$ cat src/rtl/sync_fifo_prefill_mc.sv
// Multi-channel synchronous FIFO with show-ahead output and a pre-fill gate.
// NUM_CH lanes share one pointer set; reads are held off until the threshold is reached.
//
// state | meaning
// ------+----------------------------------------------------------------
// FILL  | collecting data; m_valid forced low when GATE_EN=1
// RUN   | gate open; m_valid = !empty until the FIFO drains to zero
module sync_fifo_prefill_mc #(
    parameter int DATA_WIDTH = 8,
    parameter int NUM_CH     = 4,
    parameter int FIFO_DEPTH = 16,
    parameter bit GATE_EN    = 1'b1,
    parameter int AF_LEVEL   = FIFO_DEPTH - 2,
    parameter int AE_LEVEL   = 2,
    localparam int W  = NUM_CH * DATA_WIDTH,
    localparam int AW = $clog2(FIFO_DEPTH)
) (
    input  logic          clk,
    input  logic          rst,
    input  logic          flush,
    input  logic          drain,
    input  logic [AW:0]   prefill_level,
    input  logic          s_valid,
    output logic          s_ready,
    input  logic [W-1:0]  s_data,
    output logic          m_valid,
    input  logic          m_ready,
    output logic [W-1:0]  m_data,
    output logic [AW:0]   count,
    output logic          full,
    output logic          empty,
    output logic          almost_full,
    output logic          almost_empty,
    output logic          pre_fill_done
);

    typedef enum logic {FILL = 1'b0, RUN = 1'b1} state_t;

    localparam logic [AW:0] DEPTH_C = FIFO_DEPTH[AW:0];
    localparam logic [AW:0] AF_C    = AF_LEVEL[AW:0];
    localparam logic [AW:0] AE_C    = AE_LEVEL[AW:0];

    logic [W-1:0] mem [FIFO_DEPTH];
    logic [AW:0]  wr_ptr;
    logic [AW:0]  rd_ptr;
    logic [AW:0]  count_next;
    logic [AW:0]  thr;
    logic         push;
    logic         pop;
    state_t       state;

    assign full         = (count == DEPTH_C);
    assign empty        = (count == '0);
    assign almost_full  = (count >= AF_C);
    assign almost_empty = (count <= AE_C);
    assign s_ready      = !full;
    assign m_valid      = (GATE_EN && state != RUN) ? 1'b0 : !empty;
    assign m_data       = mem[rd_ptr[AW-1:0]];
    assign push         = s_valid & s_ready;
    assign pop          = m_valid & m_ready;

    // Zero means "open on the first word"; anything above depth saturates at full.
    always_comb begin
        thr = prefill_level;
        if (prefill_level == '0)
            thr = {{AW{1'b0}}, 1'b1};
        else if (prefill_level > DEPTH_C)
            thr = DEPTH_C;
    end

    always_comb begin
        count_next = count;
        if (push && !pop)
            count_next = count + 1'b1;
        else if (pop && !push)
            count_next = count - 1'b1;
    end

    always_ff @(posedge clk) begin
        if (rst || flush) begin
            wr_ptr <= '0;
            rd_ptr <= '0;
            count  <= '0;
        end else begin
            if (push)
                wr_ptr <= wr_ptr + 1'b1;
            if (pop)
                rd_ptr <= rd_ptr + 1'b1;
            count <= count_next;
        end
    end

    always_ff @(posedge clk) begin
        if (push && !rst && !flush)
            mem[wr_ptr[AW-1:0]] <= s_data;
    end

    always_ff @(posedge clk) begin
        if (rst || flush) begin
            state         <= FILL;
            pre_fill_done <= 1'b0;
        end else begin
            case (state)
                FILL: begin
                    if (count >= thr || (drain && !empty)) begin
                        state         <= RUN;
                        pre_fill_done <= 1'b1;
                    end
                end
                RUN: begin
                    // Holding drain keeps the gate open across an empty FIFO at end of frame.
                    if (!drain && count_next == '0) begin
                        state         <= FILL;
                        pre_fill_done <= 1'b0;
                    end
                end
                default: begin
                    state         <= FILL;
                    pre_fill_done <= 1'b0;
                end
            endcase
        end
    end

endmodule

$ cat config.mk
export PLATFORM = sky130hd
export DESIGN_NAME = sync_fifo_prefill_mc
export DESIGN_NICKNAME = d
export VERILOG_FILES = /design/src/rtl/sync_fifo_prefill_mc.sv
export SDC_FILE = /design/constraint.sdc
export NUM_CORES = 1
export LEC_CHECK = 0
export CAP_MARGIN = 20
export CORE_ASPECT_RATIO = 1.2
export CORE_MARGIN = 4
export CORE_UTILIZATION = 28
export CTS_BUF_LIST = sky130_fd_sc_hd__clkbuf_4 sky130_fd_sc_hd__clkbuf_8
export DETAILED_ROUTE_END_ITERATION = 10
export PLACE_DENSITY = 0.49
export REMOVE_ABC_BUFFERS = 1
export SYNTH_ARGS = -nofsm -noshare
export SYNTH_HDL_FRONTEND = slang
export SYNTH_SLANG_ARGS = --single-unit
$ cat constraint.sdc
create_clock -name clk -period 3.9 [get_ports clk]
set_input_delay 0.585 -clock clk [delete_from_list [all_inputs] [get_ports clk]]
set_output_delay 0.585 -clock clk [all_outputs]
set_load 0.02 [all_outputs]
==> metrics.txt <==
fin crit share=96.0%; Sink Count=531; FF+latch count, synth=531; outcome=complete, no violations; # fillers=6816; Final Cell Area=24500 µm²; Worst Tran Pin Value=0.694 ns; # setup viols final=0; post-synth cell types=39; crit path max fanout=32; Ys Warns=0; deepest clock path buffer count=3; final hold violations=0; Max-slew headroom=53.6%; Root Driver=clkbuf_8; Core Area=72200 µm²; largest net degree at the start of global routing=58; fin nets=1082; skew final=0.0266 ns; Peak VDD IR=0.215 mV; Die ar.=77100 µm²; clk_lat worst skew=0.66 ns; Die Y=303 µm; leakage=7.29 nW; Finished Core Util=34.0%; layout cell share with drive strength beyond 1=31.6%; overflow left after global routing=0; hold path start=rd_ptr[3]; Max H-tree Level=3; async set-reset flop share out of synthesis=0%; routed wire length=48700 µm; kind of cell adding the most delay to the critical path=multiplexers; Area Growth Syn to Fin=20.4%; Final Max Tran Viols=0; Post-synth EDFFs=512; drt drc=0; Post-Place Cell Area=22900 µm²; worst min path class=reg2reg; initial core utilization=28.2%; worst-path cell chain=buf_12 > mux4_2 > mux4_2 > clkdlybuf4s50_1; most frequent CP cell=mux4_2; Die Width=254 µm; power per cell area=452 nW/µm²; RSZ-0062 raised after global routing=no; crit end category=output port; PortBufs=86; slowest CP cell=clkdlybuf4s50_1; initial antenna violation count=4; crit path kind=reg2out; RD Place Congestion=0.705; clk slew on worst S/H paths=0.06 ns; vias in the first global route=10356; min Tclk post-route=3.74 ns; overall power=11.1 mW; vias per std cell=4.68; DRT antenna net count=0; drt pass-1 iters=4; WP data arrival=3.16 ns; Synth Instances=861; Site Rows=108; DR vias=9455; Avg Synthesized Cell Area=23.6 µm²; crit start category=register; total CTS buffers=84; DPL Wire Length=24900 µm; Tot GR Track Use=12.7%; WL/cell=24.1 µm; max cap viols=0; CTS tree=done; sequential cell area fraction in the yosys report=77.4%; Boundary Pins=87; Initial DRC Count=619; Req. time, crit path=3.31 ns; Post-synth top flop=edfxtp_1; reg-to-reg critical path startpoint=count[0]; first-pass GRT wire length=71000 µm; WP buf/inv=2; Post-CTS Setup Bufs=0; Slowest Stage Delay on Critical Path=0.58 ns; Synth Cell Area=20300 µm²; f_max=267 MHz
## tightest hold or removal path, stage by stage, from the launching register on
cell     delay (ns)
dfxtp_1        0.32
xor2_1         0.06
nor2_1         0.11
## repair_timing
action                     CTS  global route
gates cloned                 1             0
resized for setup            1             1
hold buffers                 0             0
pin swaps                    0             0
setup endpoints to repair    4             1
## layout by cell type (no fill, tap or decap), drive strengths merged, types with 3 or more instances in the layout
| cell | instances |
|---|---|
| inv | 13 |
| nand2 | 15 |
| nand3 | 4 |
| edfxtp | 512 |
| nand4 | 5 |
| nand2b | 3 |
| clkbuf | 108 |
| nor2 | 37 |
| clkdlybuf4s50 | 86 |
| xor2 | 5 |
| clkinv | 30 |
| dfxtp | 19 |
| ha | 14 |
| a21oi | 6 |
| buf | 32 |
| clkinvlp | 3 |
| mux4 | 160 |
| xnor2 | 4 |
## sequential cells by signal, summed over array words and instances, names as in the netlist, named ones only
name           count
count              5
wr_ptr             4
rd_ptr             4
mem              512
state              1
pre_fill_done      1
## where the power goes
group	internal, mW	total (mW)	switching, mW
sequential	6.27	6.27	0.00734
combinational	0.0961	0.241	0.145
clock	2.39	4.56	2.17
## synthesized netlist by cell type (all sizes together) (2+ instances only)
master	count	area (µm²)
a2111oi	2	17.5
a211o	2	17.5
a21oi	6	30.0
and2	2	12.5
buf	17	87.6
clkbuf	23	86.3
dfxtp	19	380
edfxtp	512	15400
ha	14	175
inv	9	33.8
mux4	160	3600
nand2	15	56.3
nand2b	3	18.8
nand3	4	20.0
nand4	5	31.3
nor2	37	139
nor3	2	10.0
o211ai	2	28.8
o21ai	2	10.0
o22ai	2	12.5
xnor2	4	35.0
xor2	5	43.8
## cell type report
cell class,instances,area [µm²],share of cell area [%]
flip-flops and latches,531,15800,64.4
repair buffers,118,1430,5.83
well taps,935,1170,4.77
clock buffers,108,1340,5.45
multi-input cells,280,4500,18.4
diodes,2,5.00,0.0204
clock inverters,38,255,1.04
inverters,10,42.5,0.174
## layer usage
metal	up-vias	global-route usage (%)	routed length, µm
li1	4011	-	-
met1	5162	16.7	21100
met2	223	21.5	24600
met3	55	2.36	2010
met4	4	4.18	906
met5	-	0	27
## stage by stage
stage                     instances  setup slack (ns)  hold WS (ns)  TNS, ns
after floorplan                 821             -3.18         0.485  -101.83
after global placement         1873             0.712         0.509        0
after detailed placement       1873             0.704         0.508        0
after CTS                      2020            0.0351         0.518        0
after global routing           2021            0.0203         0.540        0
final                          2022             0.156         0.521        0
## logic make-up (layout without fill, tap and decap cells)
kind of cell,after synthesis,in the layout,share of synthesized area (%)
flip-flops,531,531,77.4
multiplexers,161,161,17.8
AND/OR/NAND/NOR,74,74,1.68
buffers and inverters,50,274,1.06
AO/OA/AOI/OAI,22,22,0.818
adder cells (fa/ha/maj),14,14,0.861
XOR/XNOR,9,9,0.387
other,0,2,0
## path summary, 6_finish.rpt
check                    end  slack [ns]  cells past startpoint
setup / recovery  m_data[11]        0.16                      4
hold / removal      register        0.52                      2
setup reg to reg  mem[7][16]        0.79                      7
hold reg to reg     register        0.52                      2
(Power assumes the default switching activity.)
